<file path="config.mk">
export PLATFORM = sky130hd
export DESIGN_NAME = queue_ctrl
export DESIGN_NICKNAME = d
export VERILOG_FILES = /design/src/rtl/queue_pkg.sv /design/src/rtl/queue_ctrl_edge_sync.sv /design/src/rtl/queue_ctrl.sv
export SDC_FILE = /design/constraint.sdc
export NUM_CORES = 1
export LEC_CHECK = 0
export ABC_AREA = 1
export CORE_UTILIZATION = 51
export CTS_BUF_LIST = sky130_fd_sc_hd__clkbuf_4 sky130_fd_sc_hd__clkbuf_8 sky130_fd_sc_hd__clkbuf_16
export CTS_CLUSTER_DIAMETER = 80
export CTS_CLUSTER_SIZE = 8
export DETAILED_ROUTE_END_ITERATION = 7
export GPL_TIMING_DRIVEN = 0
export PLACE_DENSITY = 0.76
export SYNTH_ARGS = -nofsm -noshare
export SYNTH_HDL_FRONTEND = slang
export SYNTH_SLANG_ARGS = --single-unit
</file>
<file path="constraint.sdc">
create_clock -name clock_1MHz -period 1.4 [get_ports clock_1MHz]
set_input_delay 0.21 -clock clock_1MHz [delete_from_list [all_inputs] [get_ports clock_1MHz]]
set_output_delay 0.21 -clock clock_1MHz [all_outputs]
set_load 0.05 [all_outputs]
</file>
<file path="src/rtl/queue_pkg.sv">
// Shared types and constants for the serial-to-queue controller.
// Word, queue and timeout sizing live here so all blocks agree.
package queue_pkg;

  localparam int WORD_W  = 8;
  localparam int DEPTH   = 8;
  localparam int LEN_W   = 4;
  localparam int TIMEOUT = 50000;
  localparam int TMR_W   = $clog2(TIMEOUT + 1);
  localparam int CNT_W   = $clog2(WORD_W);

  typedef enum logic [1:0] {
    S_WAIT,
    S_SHIFT,
    S_ENQ,
    S_GAP
  } state_t;

endpackage

</file>
<file path="src/rtl/queue_ctrl_edge_sync.sv">
// Two-flop synchroniser with a history flop; pulses on a 0->1 edge.
// Edge appears two clocks after the input rises, acted on at the third.
module edge_sync (
  input  logic clk_i,
  input  logic rst_i,
  input  logic d_i,
  output logic rise_o
);

  logic s1_q;
  logic s2_q;
  logic hist_q;

  always_ff @(posedge clk_i or posedge rst_i) begin
    if (rst_i) begin
      s1_q   <= 1'b0;
      s2_q   <= 1'b0;
      hist_q <= 1'b0;
    end else begin
      s1_q   <= d_i;
      s2_q   <= s1_q;
      hist_q <= s2_q;
    end
  end

  assign rise_o = s2_q & ~hist_q;

endmodule

</file>
<file path="src/rtl/queue_ctrl.sv">
// Assembles serial bits into bytes MSB-first and strobes the word queue.
// Dequeue requests are held pending until the FSM can issue them safely.
module queue_ctrl
  import queue_pkg::*;
(
  input  logic              clock_1MHz,
  input  logic              rst,
  input  logic              data_in,
  input  logic              write_in,
  input  logic              dequeue_in,
  input  logic [LEN_W-1:0]  q_len_i,
  output logic              enq_o,
  output logic              deq_o,
  output logic [WORD_W-1:0] word_o,
  output logic              status_out,
  output logic              ovf_o,
  output logic              unf_o,
  output logic              tmo_o
);

  logic              wr_rise;
  logic              dq_rise;
  logic [1:0]        din_q;
  state_t            state_q;
  logic [WORD_W-1:0] shift_q;
  logic [WORD_W-1:0] shift_d;
  logic [CNT_W-1:0]  cnt_q;
  logic [TMR_W-1:0]  tmr_q;
  logic              pend_q;

  logic not_full;
  logic empty;
  logic word_done;
  logic pend;
  logic serve;
  logic idle_st;

  edge_sync u_wr_sync (
    .clk_i  (clock_1MHz),
    .rst_i  (rst),
    .d_i    (write_in),
    .rise_o (wr_rise)
  );

  edge_sync u_dq_sync (
    .clk_i  (clock_1MHz),
    .rst_i  (rst),
    .d_i    (dequeue_in),
    .rise_o (dq_rise)
  );

  // data shares the write strobe's synchroniser depth so they stay aligned
  always_ff @(posedge clock_1MHz or posedge rst) begin
    if (rst) begin
      din_q <= 2'b00;
    end else begin
      din_q <= {din_q[0], data_in};
    end
  end

  assign shift_d   = {shift_q[WORD_W-2:0], din_q[1]};
  assign not_full  = q_len_i < LEN_W'(DEPTH);
  assign empty     = q_len_i == '0;
  assign idle_st   = (state_q == S_WAIT) || (state_q == S_SHIFT);
  assign word_done = (state_q == S_SHIFT) && wr_rise
                     && (cnt_q == CNT_W'(WORD_W - 1));
  assign pend      = pend_q | dq_rise;
  // a completing word owns the next strobe slot, so hold the dequeue
  assign serve     = pend && idle_st && !deq_o && !word_done;

  always_ff @(posedge clock_1MHz or posedge rst) begin
    if (rst) begin
      state_q    <= S_WAIT;
      shift_q    <= '0;
      cnt_q      <= '0;
      tmr_q      <= '0;
      pend_q     <= 1'b0;
      enq_o      <= 1'b0;
      deq_o      <= 1'b0;
      word_o     <= '0;
      status_out <= 1'b0;
      ovf_o      <= 1'b0;
      unf_o      <= 1'b0;
      tmo_o      <= 1'b0;
    end else begin
      enq_o      <= 1'b0;
      deq_o      <= 1'b0;
      ovf_o      <= 1'b0;
      unf_o      <= 1'b0;
      tmo_o      <= 1'b0;
      status_out <= idle_st && not_full && !enq_o && !deq_o;
      pend_q     <= pend & ~serve;
      if (serve) begin
        if (empty) begin
          unf_o <= 1'b1;
        end else begin
          deq_o <= 1'b1;
        end
      end
      unique case (state_q)
        S_WAIT: begin
          tmr_q <= '0;
          if (wr_rise) begin
            shift_q <= shift_d;
            cnt_q   <= cnt_q + 1'b1;
            state_q <= S_SHIFT;
          end
        end
        S_SHIFT: begin
          if (wr_rise) begin
            shift_q <= shift_d;
            cnt_q   <= cnt_q + 1'b1;
            tmr_q   <= '0;
            if (word_done) begin
              state_q <= S_ENQ;
            end
          end else if (tmr_q == TMR_W'(TIMEOUT)) begin
            tmo_o   <= 1'b1;
            shift_q <= '0;
            cnt_q   <= '0;
            tmr_q   <= '0;
            state_q <= S_WAIT;
          end else begin
            tmr_q <= tmr_q + 1'b1;
          end
        end
        S_ENQ: begin
          if (not_full) begin
            enq_o  <= 1'b1;
            word_o <= shift_q;
          end else begin
            ovf_o <= 1'b1;
          end
          state_q <= S_GAP;
        end
        S_GAP: begin
          state_q <= S_WAIT;
        end
      endcase
    end
  end

endmodule

</file>
# Word-level counts from Yosys, hierarchy flattened
# Cells that the tools add are included.
word_totals:
  output_inout_bits: 14
  ff_bits: 52
  inputBits: 9
  word_cells: 82
op_classes:
  n_eq_ne: 8
  order_cmp: 1
  n_mux: 27
  bitwise_logic: 7
  reduce_logical: 18
  n_addsub: 2
ops:
  columns: ["cell", "count"]
  rows:
  - ["2-to-1 mux 16 bit", 2]
  - ["case mux 16 bit (2 select lines)", 1]
  - ["2-to-1 mux 8 bit", 3]
  - ["adder 16 x 1 -> 16 bit (second input constant)", 1]
  - ["equality test 16 bit (second input constant)", 1]
  - ["case mux 8 bit (2 select lines)", 1]
  - ["2-to-1 mux 1 bit", 11]
  - ["2-to-1 mux 3 bit", 3]
  - ["logical AND 1 bit", 8]
  - ["2-to-1 mux 2 bit", 4]
  - ["case mux 2 bit (4 select lines)", 1]
  - ["case mux 3 bit (2 select lines)", 1]
  - ["AND reduction 3 bit", 2]
  - ["equality test 2 bit (second input constant)", 2]
  - ["logical NOT 4 bit", 1]
  - ["less-than comparator 4 bit (second input constant)", 1]
  - ["adder 3 x 1 -> 3 bit (second input constant)", 1]
  - ["bitwise AND 1 bit", 3]
  - ["equality test 3 bit (second input constant)", 1]
  - ["logical NOT 1 bit", 3]
  - ["!= test 3 x 2 -> 1 bit (second input constant)", 1]
  - ["!= test 3 bit (second input constant)", 1]
  - ["inverter 1 bit", 3]
  - ["equality test 2 x 1 -> 1 bit (second input constant)", 1]
  - ["other kinds (6)", 6]

# Depth between registers and ports, before layout
# Gate-level depths: netlist (run 1).
logic_depth:
  word_depth: 8
  depth_mapped: 10

# Modules after synthesis
# Synthesis (run 1) repeated with hierarchy kept, for this count alone.
hier_totals:
  hier_cells: 299
  area_unflattened_um2: 2488.6
modules_own_cells:
  columns: ["module", "cells_each", "area_each_um2", "n_inst", "seq_area_each_um2"]
  rows:
  - ["queue_ctrl", 287, 2311.0, 1, 1151.1]
  - ["edge_sync", 6, 88.8, 2, 75.1]

# Least setup slack after synthesis (run 1)
# OpenSTA, ideal clock, no wires.
synth_timing:
  path_type: "flip-flop to flip-flop"
  startpoint: "register tmr_q[0]"
  endpoint: "register shift_q[7]"
  arrival_ns: 1.248
  t_required_ns: 1.283
  path_slack_ns: 0.035
  stages_incl_launch_ff: 11
  path_buffers: 1
  period_less_slack_ns: 1.365
  path_cell_list: "dfrtp_1 -> inv_1 -> ha_1 -> nand3_1 -> nor2_1 -> nand2_1 -> nand2_4 -> nand3_2 -> buf_6 -> nand2_1 -> nand2_1"
synth_between:
  elab_chain_cells: 3
synth_rtl:
  columns: ["item", "line", "source"]
  rows:
  - ["from (decl)", "queue_ctrl.sv:28", "logic [TMR_W-1:0] tmr_q;"]
  - ["from (signal assigned)", "queue_ctrl.sv:124", "tmr_q <= tmr_q + 1'b1;"]
  - ["equality test 16 bit", "queue_ctrl.sv:117", "end else if (tmr_q == TMR_W'(TIMEOUT)) begin"]
  - ["!= test 3 x 2 -> 1 bit (no source line)", null, null]
  - ["AND reduction 3 bit (no source line)", null, null]
  - ["to (signal assigned)", "queue_ctrl.sv:104", "shift_q <= shift_d;"]
  - ["to (signal assigned)", "queue_ctrl.sv:111", "shift_q <= shift_d;"]
  - ["to (decl)", "queue_ctrl.sv:25", "logic [WORD_W-1:0] shift_q;"]
# Every way passes these cells.
# A chain may end at the register's enable or synchronous reset.

# Final worst setup path (run 1)
layout_timing:
  startpoint: "register tmr_q[0]"
  endpoint: "register tmo_o"
layout_between:
  elab_chain_cells: 4
layout_rtl:
  columns: ["item", "line", "source"]
  rows:
  - ["equality test 16 bit", "queue_ctrl.sv:117", null]
  - ["2-to-1 mux 1 bit", "queue_ctrl.sv:117", null]
  - ["2-to-1 mux 1 bit", "queue_ctrl.sv:110", "if (wr_rise) begin"]
  - ["2-to-1 mux 1 bit", "queue_ctrl.sv:100", "unique case (state_q)"]
  - ["to (signal assigned)", "queue_ctrl.sv:84", "tmo_o <= 1'b0;"]
  - ["to (signal assigned)", "queue_ctrl.sv:90", "tmo_o <= 1'b0;"]
  - ["to (signal assigned)", "queue_ctrl.sv:118", "tmo_o <= 1'b1;"]
  - ["to (decl)", "queue_ctrl.sv:18", "output logic tmo_o"]
# Every way passes these cells.

==> results by group, run 1 <==
Run status
  • Outcome: finished, violations left
  • Failing checks: setup timing

CTS
  • CTS tree: built
  • Root Buffer: clkbuf_8
  • CTS buffer count: 5
  • Worst-Skew Late Latency: 0.31 ns
  • H-tree depth: 2
  • Clk sinks: 52
  • CTS hold repair buffers: 0
  • Reg clk slew, reported paths: 0.10 ns
  • Clock buffer depth: 2

Synthesis
  • Post-synth EDFFs: 0
  • Area share of fa/ha/maj cells after synthesis: 2.004%
  • Most common cell in the netlist: nand2_1
  • Synthesized area: 2497 sq um
  • Proportion of synthesized area in mux cells: 0%
  • Compound-cell area share of the yosys netlist: 5.511%
  • Top-area cell type share of the netlist area: 52.10%
  • Commonest cells post-synth: nand2_1, dfrtp_1, nor2_1, inv_1, nand4_1
  • Mapped Cells: 304
  • Synthesized area per cell: 8.215 sq um
  • Main flop type after synthesis: dfrtp_1
  • Post-synthesis simple-gate area fraction: 30.91%
  • Largest area contributor in the netlist: dfrtp_1
  • Synth async-reset ratio: 100.0%
  • Largest family of logic cells by synthesized area: simple AND/OR/NAND/NOR gates
  • XOR/XNOR share of the synthesized area: 1.052%
  • Cell variety after synth: 24
  • Synth area leaders: dfrtp_1, nand2_1, nor2_1
  • #FFs+latches synth: 52
  • Seq/Total Area, Yosys: 52.10%
  • Yosys warning count: 0
  • Synth Net Count: 317

Critical path
  • Critical Path Fanout Max: 4
  • R2R Setup Slk: -0.17 ns
  • Slowest stage delay, CP: 0.45 ns
  • Crit. End Element: flip-flop
  • Critical Path RT: 1.63 ns
  • Worst path slowest cell: dfrtp_2
  • Critical path class: flip-flop to flip-flop
  • Crit-path cells: inv_2 -> ha_4 -> buf_4 -> buf_6 -> nand3_4 -> nor4_4 -> nand3_1 -> nor2_1
  • Buf+Inv Stages, Crit Path: 3
  • Arrival time at the worst endpoint: 1.80 ns
  • CP Launch Type: flip-flop
  • Crit path max-delay family: simple AND/OR/NAND/NOR gates

Global routing
  • Gr ovfl total: 0
  • Initial antenna violation count: 0
  • Global-route wire length before repair: 8749 um
  • Vias in the first global route: 1951
  • GRT Overall Usage: 21.77%
  • Largest net degree at the start of global routing: 53

Routing
  • Wire per inst: 13.54 um
  • Drc violations: 0
  • Via count: 2168
  • Antenna viol nets, final: 0
  • Detailed Route WL: 5620 um
  • Drt pass-1 iters: 5
  • DRT iter0 DRCs: 170
  • Vias per Instance: 5.224

Final layout
  • Design area: 3273 sq um
  • Multi-input logic area: 1210 sq um
  • Reg area: 1305 sq um
  • Nets: 360
  • Area growth, synth to finish: 31.06%
  • Filler instances: 357
  • Ant. Diodes: 0
  • Layout cell share with drive strength beyond 1: 29.02%
  • Non-filler cells, final: 415

Timing
  • Clock Skews: 0.01173 ns
  • Worst-Margin Slew: 1.082 ns
  • RSZ-0062 raised after global routing: yes
  • Total Neg Setup Slack: -2.653 ns
  • Slew headroom: 27.72%
  • Setup ws final: -0.1672 ns
  • Final setup violating endpoints: 26
  • Slew Limit Fails: 0
  • Post-layout min period: 1.567 ns
  • Min Hold Slack: 0.3397 ns
  • Hold Vio Cnt, Final: 0
  • Fin crit share: 111.9%
  • Max Freq: 0.6381 GHz

Placed design
  • IO Port Bufs: 22
  • Dpl cell area: 2805 sq um
  • DP Wirelength: 3356 um
  • Placed Cells incl. Taps: 393
  • Final GP Congestion: 0.8933

Floorplan
  • Die Width: 71.98 um
  • Total I/O pin count: 23
  • Initial Util: 52.87%
  • Num rows: 25
  • Die ar.: 5180 sq um
  • Die H: 71.98 um
  • Placeable core area: 4723 sq um

Pwr
  • Pleak: 1.504 nW
  • Pwr per Cell Area: 1380 nW/um^2
  • Peak VDD IR: 1.038 mV

Flow run
  • Maxcap violations: 0

Worst hold path
  • Worst Hold Class: input pin to flip-flop
==> timing repair <==
item,CTS,global route
endpoints found under the setup margin,39,47
buffers inserted,7,7
gates cloned,0,1
gates resized for setup,40,73
pin swaps,9,13
==> kinds of logic (layout without fill, tap and decap cells) <==
logic type,count (synthesis),count (layout)
fa+ha+maj,4,4
compound gates,20,20
xor+xnor,3,3
flops,52,52
buf+inv,49,93
simple gates,176,176
==> cell type report <==
class,count,share of cell area [%]
Tap cell,67,2.561
Timing Repair Buffer,36,9.404
Clock buffer,6,2.523
Multi-Input combinational cell,203,36.96
Inverter,42,5.543
Clock inverter,2,1.185
Buffer,7,1.950
Sequential cell,52,39.87
==> final timing paths <==
kind | end | depth (start not counted) | start
hold / removal | din_q[0] | 1 | data_in
setup / recovery | tmo_o | 8 | tmr_q[0]
setup reg to reg | tmo_o | 8 | tmr_q[0]
hold reg to reg | u_wr_sync.s2_q | 0 | u_wr_sync.s1_q
min in group asynchronous | tmr_q[12] | 2 | rst
max in group asynchronous | tmr_q[0] | 2 | rst
==> worst reg2reg max path, cell delays in order, from the launching register on <==
cell and delay, ns:
dfrtp_2 0.45, inv_2 0.09, ha_4 0.14, buf_4 0.10, buf_6 0.09, nand3_4 0.07
nor4_4 0.26, nand3_1 0.14, nor2_1 0.17
==> per-layer routing <==
metal  track usage (%)  vias up  routed length, um
li1                  -     1050                  -
met1             30.33     1019               2530
met2             33.54       80               2615
met3             4.306       19                267
met4             9.368        0                206
met5                 0        -                  0
==> cells in the final DEF, fill, tap and decap left out, types with 4 or more instances in the layout <==
master / n
nand2_1: 67
dfrtp_1: 49
nor2_1: 35
inv_1: 34
nand4_1: 18
nand2_2: 12
nand3_1: 12
nor2_2: 10
buf_4: 10
o21ai_2: 8
clkdlybuf4s50_1: 8
clkbuf_2: 8
nor2_4: 7
buf_6: 6
clkbuf_8: 6
o21ai_0: 5
nand2_4: 4
==> report_power, final <==
part | switching (mW) | internal [mW] | total, mW
registers | 0.148 | 1.70 | 1.85
clock network | 0.494 | 0.585 | 1.08
logic | 0.942 | 0.651 | 1.59
total | 1.58 | 2.93 | 4.52
==> flip-flops by register name, indices dropped and copies added (netlist names), 2 cells and up, named ones only <==
name	flops
cnt_q	3
din_q	2
shift_q	8
tmr_q	16
word_o	8
==> stage by stage <==
stage                     worst slack [ns]  util [%]  total power, mW
after floorplan                    0.03469         -            2.600
after global placement             -0.1742     59.39            2.845
after detailed placement           -0.1691     59.39            2.878
after CTS                          -0.1137     64.66            4.176
after global routing               -0.2103     69.30            4.774
final                              -0.1672     69.30            4.517
(Power assumes the default switching activity.)
==> inputs of run 2 (changes only) <==
- CORE_MARGIN: default -> 10
- SLEW_MARGIN: default -> 20
==> results by group, run 2 (synthesis results as in run 1) <==
Flow run
  • Maxcap violations: 0 (unchanged)

Floorplan
  • Placeable core area: 4723 sq um (unchanged)
  • Initial Util: 52.87% (unchanged)
  • Total I/O pin count: 23 (unchanged)
  • Die H: 89.98 um (was 71.98 um)
  • Die Width: 89.98 um (was 71.98 um)
  • Num rows: 25 (unchanged)
  • Die ar.: 8096 sq um (was 5180 sq um)

Global routing
  • Global-route wire length before repair: 8990 um (was 8749 um)
  • Gr ovfl total: 0 (unchanged)
  • GRT Overall Usage: 13.04% (was 21.77%)
  • Initial antenna violation count: 0 (unchanged)
  • Largest net degree at the start of global routing: 53 (unchanged)
  • Vias in the first global route: 1982 (was 1951)

Run status
  • Failing checks: setup timing (unchanged)
  • Outcome: finished, violations left (unchanged)

Critical path
  • Critical Path RT: 1.64 ns (was 1.63 ns)
  • Critical path class: flip-flop to flip-flop (unchanged)
  • CP Launch Type: flip-flop (unchanged)
  • Critical Path Fanout Max: 6 (was 4)
  • Crit. End Element: flip-flop (unchanged)
  • Arrival time at the worst endpoint: 1.69 ns (was 1.80 ns)

CTS
  • H-tree depth: 2 (unchanged)
  • CTS tree: built (unchanged)
  • Worst-Skew Late Latency: 0.31 ns (about the same)
  • Clock buffer depth: 2 (unchanged)
  • Root Buffer: clkbuf_8 (unchanged)
  • Clk sinks: 52 (unchanged)
  • CTS buffer count: 5 (unchanged)
  • Reg clk slew, reported paths: 0.10 ns (about the same)

Timing
  • Min Hold Slack: 0.2225 ns (was 0.3397 ns)
  • Fin crit share: 103.8% (was 111.9%)
  • Hold Vio Cnt, Final: 0 (unchanged)
  • Final setup violating endpoints: 20 (was 26)
  • RSZ-0062 raised after global routing: yes (unchanged)
  • Slew headroom: 66.53% (was 27.72%)
  • Worst-Margin Slew: 0.5040 ns (was 1.082 ns)
  • Max Freq: 0.6883 GHz (was 0.6381 GHz)
  • Clock Skews: 0.01456 ns (was 0.01173 ns)
  • Slew Limit Fails: 0 (unchanged)
  • Post-layout min period: 1.453 ns (was 1.567 ns)
  • Setup ws final: -0.05296 ns (was -0.1672 ns)

Placed design
  • Final GP Congestion: 0.9419 (was 0.8933)
  • Dpl cell area: 2805 sq um (unchanged)
  • IO Port Bufs: 22 (unchanged)
  • DP Wirelength: 3639 um (was 3356 um)

Final layout
  • Fin util: 66.60% (was 69.30%)
  • Layout cell share with drive strength beyond 1: 24.57% (was 29.02%)
  • Multi-input logic area: 1122 sq um (was 1210 sq um)
  • Design area: 3146 sq um (was 3273 sq um)
  • Reg area: 1303 sq um (was 1305 sq um)
  • Area growth, synth to finish: 25.95% (was 31.06%)
  • Ant. Diodes: 0 (unchanged)
  • Commonest cells after routing, fill and taps aside: nand2_1, dfrtp_1, nor2_1, inv_1, nand4_1 (unchanged)
  • Nets: 358 (was 360)
  • Filler instances: 375 (was 357)
  • Largest register FFs: 16 (unchanged)
  • Top flop regs: tmr_q: 16 flops, shift_q: 8 flops, word_o: 8 flops (unchanged)
  • Most common cell after layout, fill and taps aside: nand2_1 (unchanged)
  • Reg with most FFs: tmr_q (unchanged)

Pwr
  • Peak VDD IR: 0.6886 mV (was 1.038 mV)
  • Pwr per Cell Area: 1311 nW/um^2 (was 1380 nW/um^2)
  • Total power draw: 4.124 mW (was 4.517 mW)
  • Pleak: 1.466 nW (was 1.504 nW)

Worst hold path
  • Worst Hold Class: input pin to async pin (was input pin to flip-flop)

Routing
  • Detailed Route WL: 5254 um (was 5620 um)
  • Vias per Instance: 5.102 (was 5.224)
  • Wire per inst: 12.72 um (was 13.54 um)
  • DRT iter0 DRCs: 178 (was 170)
  • Drt pass-1 iters: 4 (was 5)
  • Antenna viol nets, final: 0 (unchanged)
  • Via count: 2107 (was 2168)
  • Drc violations: 0 (unchanged)
run 2: final cells by class:
cell class / instances / share of cell area (%)
timing repair buffer: 34 / 9.507
buffer: 7 / 1.870
sequential: 52 / 41.41
inverter: 42 / 5.768
clock buffer: 7 / 2.864
tap: 67 / 2.665
clock inverter: 1 / 0.2387
multi-input combinational: 203 / 35.68
run 2: repair_timing:
item / in CTS / in global routing
buffers inserted: 6 / 5
endpoints found under the setup margin: 41 / 45
hold buffers: 0 / 0
gates resized for setup: 43 / 46
pin swaps: 7 / 7
run 2: worst paths after layout:
check	start	slack (ns)	cells past startpoint	end
worst max register to register	tmr_q[2]	-0.05	7	tmr_q[9]
worst min register to register	u_wr_sync.s1_q	0.35	0	u_wr_sync.s2_q
worst min-delay path	rst	0.22	2	tmr_q[6]
max in group asynchronous	rst	0.69	3	shift_q[5]
worst max-delay path	tmr_q[2]	-0.05	7	tmr_q[9]
min in group clock_1MHz	data_in	0.33	1	din_q[0]
run 2: stage by stage:
step / TNS, ns / setup slack (ns) / cells
floorplan: 0 / 0.03469 / 304
global placement: -7.528 / -0.1827 / 393
detailed placement: -8.354 / -0.2043 / 393
CTS: -1.060 / -0.09601 / 407
global route: -2.491 / -0.1479 / 413
finish: -0.5805 / -0.05296 / 413
run 2: report_power, final:
group	total [mW]	switching (mW)	internal [mW]
sequential	1.82	0.130	1.69
combinational	1.39	0.825	0.560
clock	0.916	0.494	0.422
total	4.12	1.45	2.68
run 2: worst max-delay path, stage by stage (launching register included):
cell	delay, ns
dfrtp_1	0.50
nand3_2	0.15
nor2_4	0.18
buf_4	0.13
nand3_1	0.07
o21bai_1	0.13
nand2_1	0.11
nor2_4	0.12
run 2: layer usage:
layer  part of all wire (%)  GRT usage (%)
met1                     47          17.06
met2                     45          19.25
met3                    6.0          4.406
met4                    2.0          5.305
met5                      0              0
==> inputs of run 3 (changes only) <==
- CTS_CLUSTER_DIAMETER: 80 -> default
==> results of run 3 <==
Same layout as run 2: the final DEF is identical, and so are final timing and power.
==> variant 1, RTL diff (config.mk and constraints of run 2) <==
Change the package constant `TIMEOUT` from 50000 to 100000.
--- a/src/rtl/queue_pkg.sv
+++ b/src/rtl/queue_pkg.sv
@@ -6,5 +6,5 @@
   localparam int DEPTH   = 8;
   localparam int LEN_W   = 4;
-  localparam int TIMEOUT = 50000;
+  localparam int TIMEOUT = 100000;
   localparam int TMR_W   = $clog2(TIMEOUT + 1);
   localparam int CNT_W   = $clog2(WORD_W);
Check against the original RTL: same outputs for any inputs over 10 cycles, from zero or initial values and one cycle with rst high; that may be too few to reach the edited logic, so the function may still have changed.
==> variant 1 against run 2 <==
- the run still ends with setup timing left
- clock skew is 0.0056 ns lower
- total power is 3.8% higher
- area after synthesis is 2.1% lower
- sequential cell count is 1 higher
- largest power group unchanged
- setup slack worse by 0.10 ns
- design area is 1.9% higher
- worst hold slack better by 0.036 ns
- routed wire length is 12% higher
- sequential power is 3% higher
==> variant 1: results (changes against run 2) <==
Finish
  • Inverter count: 37 (was 42)
  • Signal buffers: 57 (was 41)
  • #MultiIn Comb: 192 (was 203)
  • Nets: 359 (was 358)
  • Seq Cell Count: 53 (was 52)
  • Multi-input combinational area share: 33.71% (was 35.68%)
  • Layout filler cell count: 345 (was 375)
  • Largest regs: tmr_q x17, shift_q x8, word_o x8 (was tmr_q x16, shift_q x8, word_o x8)
  • Signal buf overhead: 15.06% (was 11.38%)

Clock network
  • Post-CTS setup buffer count: 18 (was 6)
  • # resized after CTS: 59 (was 43)

Status
  • Failing checks: setup timing (unchanged)
  • Status: complete, but fails checks (unchanged)

Power
  • P_leak: 1.525 nW (was 1.466 nW)
  • Maximum VDD drop: 904.9 uV (was 688.6 uV)

Logic synthesis
  • Largest cells by area after synthesis: dfrtp_1, nand2_1, nor2_1, inv_1, nand4_1 (unchanged)
  • Synth top area share: 54.22% (was 52.10%)
  • Post-synthesis compound-gate area fraction: 2.813% (was 5.511%)
  • Syn_nets: 302 (was 317)
  • Commonest cells in the netlist: nand2_1, dfrtp_1, nor2_1 (unchanged)
  • Seq/Total Area, Yosys: 54.22% (was 52.10%)
  • Xor and xnor area share after synthesis: 3.223% (was 1.052%)

Place
  • Placer congestion estimate: 0.8678 (was 0.9419)
  • Hpwl dp: 3489 um (was 3639 um)

GRT
  • Number of global-route vias before repair: 2,050 (was 1,982)
  • First-pass GRT wire length: 9156 um (was 8990 um)
  • Largest net degree at the start of global routing: 35 (was 53)

STA
  • Total negative slack: -3.354 ns (was -0.5805 ns)
  • # setup viols final: 29 (was 20)
  • Final WS setup: -0.1560 ns (was -0.05296 ns)
  • Hold_ws: 0.2584 ns (was 0.2225 ns)
  • Setup Skew: 0.008958 ns (was 0.01456 ns)

Routing
  • Via-to-Cell Ratio: 5.147 (was 5.102)
  • DR iter-0 viols: 163 (was 178)

Setup path
  • Reg2Reg Depth: 10 (was 7)
==> variant 1: per-stage QoR <==
step                util [%]  cells  setup slack, ns  cell area [um^2]
finish                 68.35    401          -0.1560              3207
CTS                    66.45    393         -0.08163              3118
global route           68.35    401          -0.2340              3207
global placement       58.35    365          -0.1258              2738
detailed placement     58.77    366          -0.2005              2758
floorplan                  -    289         0.001108              2450
==> variant 1: metal layers <==
metal | track usage (%) | vias to the layer above | part of all wire [%]
met5 | 0 | - | 0
met2 | 23.83 | 71 | 50
met1 | 18.06 | 968 | 42
met4 | 5.491 | 0 | 1.7
met3 | 2.917 | 10 | 5.8
li1 | - | 1015 | -
==> variant 1: kinds of logic after synthesis <==
logic type / count (synthesis)
buf+inv: 44
simple gates: 166
flops: 53
fa+ha+maj: 4
xor+xnor: 9
compound gates: 13
==> variant 1: report_power, final <==
part	leakage, nW	internal [mW]	total (mW)	switching [mW]
Sequential	0.690	1.72	1.87	0.143
Combinational	0.786	0.618	1.53	0.912
Clock	0.0490	0.377	0.884	0.507
==> variant 2, RTL diff (settings of run 2) <==
Made on the original files. Make the reset (`rst` and `rst_i`) synchronous in 3 clocked blocks.
--- a/src/rtl/queue_ctrl_edge_sync.sv
+++ b/src/rtl/queue_ctrl_edge_sync.sv
@@ -12,5 +12,5 @@
   logic hist_q;
 
-  always_ff @(posedge clk_i or posedge rst_i) begin
+  always_ff @(posedge clk_i) begin
     if (rst_i) begin
       s1_q   <= 1'b0;
--- a/src/rtl/queue_ctrl.sv
+++ b/src/rtl/queue_ctrl.sv
@@ -51,5 +51,5 @@
 
   // data shares the write strobe's synchroniser depth so they stay aligned
-  always_ff @(posedge clock_1MHz or posedge rst) begin
+  always_ff @(posedge clock_1MHz) begin
     if (rst) begin
       din_q <= 2'b00;
@@ -69,5 +69,5 @@
   assign serve     = pend && idle_st && !deq_o && !word_done;
 
-  always_ff @(posedge clock_1MHz or posedge rst) begin
+  always_ff @(posedge clock_1MHz) begin
     if (rst) begin
       state_q    <= S_WAIT;
Function: differs if rst is asserted again (counterexample within 4 cycles, from zero or initial values and one cycle with rst high); with rst held inactive, the same outputs for 10 cycles.
==> variant 2 against run 2 <==
- clock skew down 0.010 ns
- sequential cell count unchanged
- area after synthesis down 6.0%
- design area down 8.0%
- setup slack better by 0.053 ns
- count of clock-buffer cells in the layout down 2
- utilization down 1.1 points
- routed wire length down 2.7%
- synthesized cell count up 10%
- die area down 4.7%
- highest routed layer unchanged
Power is not compared: it rests on default switching activity, and its combinational part moved more than twofold at a synthesized area within 25%.
==> variant 2: results (changes against run 2) <==
Status
  • Status: finished clean (was complete, but fails checks)

GRT
  • First-pass GRT wire length: 8894 um (was 8990 um)
  • Largest net degree at the start of global routing: 18 (was 53)
  • Number of global-route vias before repair: 2,019 (was 1,982)
  • Tot GR Track Use: 14.10% (was 13.04%)

Place
  • Placer congestion estimate: 0.8290 (was 0.9419)
  • DP Area: 0.002633 mm^2 (was 0.002805 mm^2)
  • Place WS: -0.1977 ns (was -0.2043 ns)
  • Hpwl dp: 3551 um (was 3639 um)

Setup path
  • CP Launch Point: tmr_q[0] (was tmr_q[2])
  • Highest-delay cell along the critical path: dfxtp_4 (was dfrtp_1)
  • Worst r2r dst: cnt_q[0] (was tmr_q[9])
  • CP arrival: 1.62 ns (was 1.69 ns)
  • Reg2Reg Depth: 10 (was 7)

Logic synthesis
  • Main flop type after synthesis: dfxtp_1 (was dfrtp_1)
  • Commonest cells in the netlist: nand2_1, nor2_1, dfxtp_1, inv_1, nand3_1 (was nand2_1, dfrtp_1, nor2_1)
  • Syn_nets: 348 (was 317)
  • Post-synthesis compound-gate area fraction: 4.264% (was 5.511%)
  • Largest cells by area after synthesis: dfxtp_1, nand2_1, nor2_1, inv_1, nand3_1 (was dfrtp_1, nand2_1, nor2_1, inv_1, nand4_1)
  • Synth unique cells: 32 (was 24)
  • Syn Area/Cell: 7.007 um^2 (was 8.215 um^2)
  • Fraction of registers with async set/reset: 0% (was 100.0%)
  • Xor and xnor area share after synthesis: 1.866% (was 1.052%)
  • Post-synthesis adder-cell area fraction: 2.132% (was 2.004%)
  • Seq/Total Area, Yosys: 44.35% (was 52.10%)

STA
  • Setup Skew: 0.004307 ns (was 0.01456 ns)
  • Hold_ws: 0.4085 ns (was 0.2225 ns)
  • Slew Limit Headroom: 66.32% (was 66.53%)
  • Max-slew violation count: 0 (unchanged)
  • Fmax: 714.4 MHz (was 688.3 MHz)

Routing
  • Via count: 2,136 (was 2,107)
  • DR iter-0 viols: 136 (was 178)
  • Total Wirelength: 5112 um (was 5254 um)

Finish
  • Layout filler cell count: 382 (was 375)
  • Post-Layout Cell Count: 428 (was 413)
  • Share of cells above drive strength 1: 22.07% (was 24.57%)
  • Nets: 388 (was 358)

Hold path
  • Worst Hold Class: register to register (was input port to asynchronous set/reset pin)
[variant 2: how the worst max path moves through the flow]
stage | end | slack [ns] | depth (start not counted)
6_report | cnt_q[0] | 0.0003 | 10
5_1_grt | shift_q[2] | -0.10 | 10
4_1_cts | shift_q[7] | -0.009 | 11
3_5_place_dp | shift_q[7] | -0.20 | 5
3_3_place_gp | shift_q[2] | -0.21 | 5
2_1_floorplan | cnt_q[2] | 0.08 | 10
[variant 2: layer usage]
| metal | wire [um] | vias up | GRT usage [%] |
|---|---|---|---|
| met3 | 297 | 5 | 4.828 |
| met2 | 2445 | 32 | 23.68 |
| met1 | 2330 | 991 | 16.49 |
| met4 | 38 | 0 | 4.348 |
| met5 | 0 | - | 0 |
| li1 | - | 1108 | - |
[variant 2: cells by family (layout without fill, tap and decap cells)]
group | after synthesis | count (layout)
AO/OA/AOI/OAI | 19 | 19
buffers and inverters | 67 | 108
flip-flops | 52 | 52
adder cells (fa/ha/maj) | 4 | 4
AND/OR/NAND/NOR | 188 | 188
XOR/XNOR | 5 | 5
[variant 2: layout make-up]
| type | instances | share of cell area [%] |
|---|---|---|
| Inverter | 57 | 7.569 |
| Sequential cell | 52 | 36.42 |
| Multi-Input combinational cell | 216 | 39.01 |
| Tap cell | 52 | 2.249 |
| Timing Repair Buffer | 33 | 9.126 |
| Buffer | 10 | 2.509 |
| Clock inverter | 3 | 0.7353 |
| Clock buffer | 5 | 2.379 |
[variant 2: stage by stage]
| step | util (%) | power, mW |
|---|---|---|
| after floorplan | - | 1.751 |
| after global placement | 59.64 | 1.817 |
| after detailed placement | 59.64 | 1.823 |
| after CTS | 64.51 | 2.709 |
| after global routing | 65.53 | 2.819 |
| final | 65.53 | 2.715 |
[variant 2: critical path, delay by kind of cell (launching register included)]
| family | cells | cell delay (ns) |
|---|---|---|
| and+or+nand+nor | 5 | 0.47 |
| DFF | 1 | 0.38 |
| buffers and inverters | 3 | 0.25 |
| adders and majority gates | 1 | 0.11 |
| AOI/OAI and AO/OA | 1 | 0.10 |
[variant 2: power groups by stage]
stage	registers [mW]	clock network (mW)	logic [mW]
global placement	1.58	0	0.236
global route	1.55	0.948	0.317
detailed placement	1.58	0	0.241
floorplan	1.59	0	0.165
CTS	1.55	0.894	0.267
finish	1.55	0.885	0.281
[variant 2: what timing repair did]
item,4_1_cts,5_1_grt
hold buffers,0,0
buffers inserted,6,3
endpoints found under the setup margin,43,49
gates cloned,2,0
pin swaps,1,6
gates resized for setup,46,40
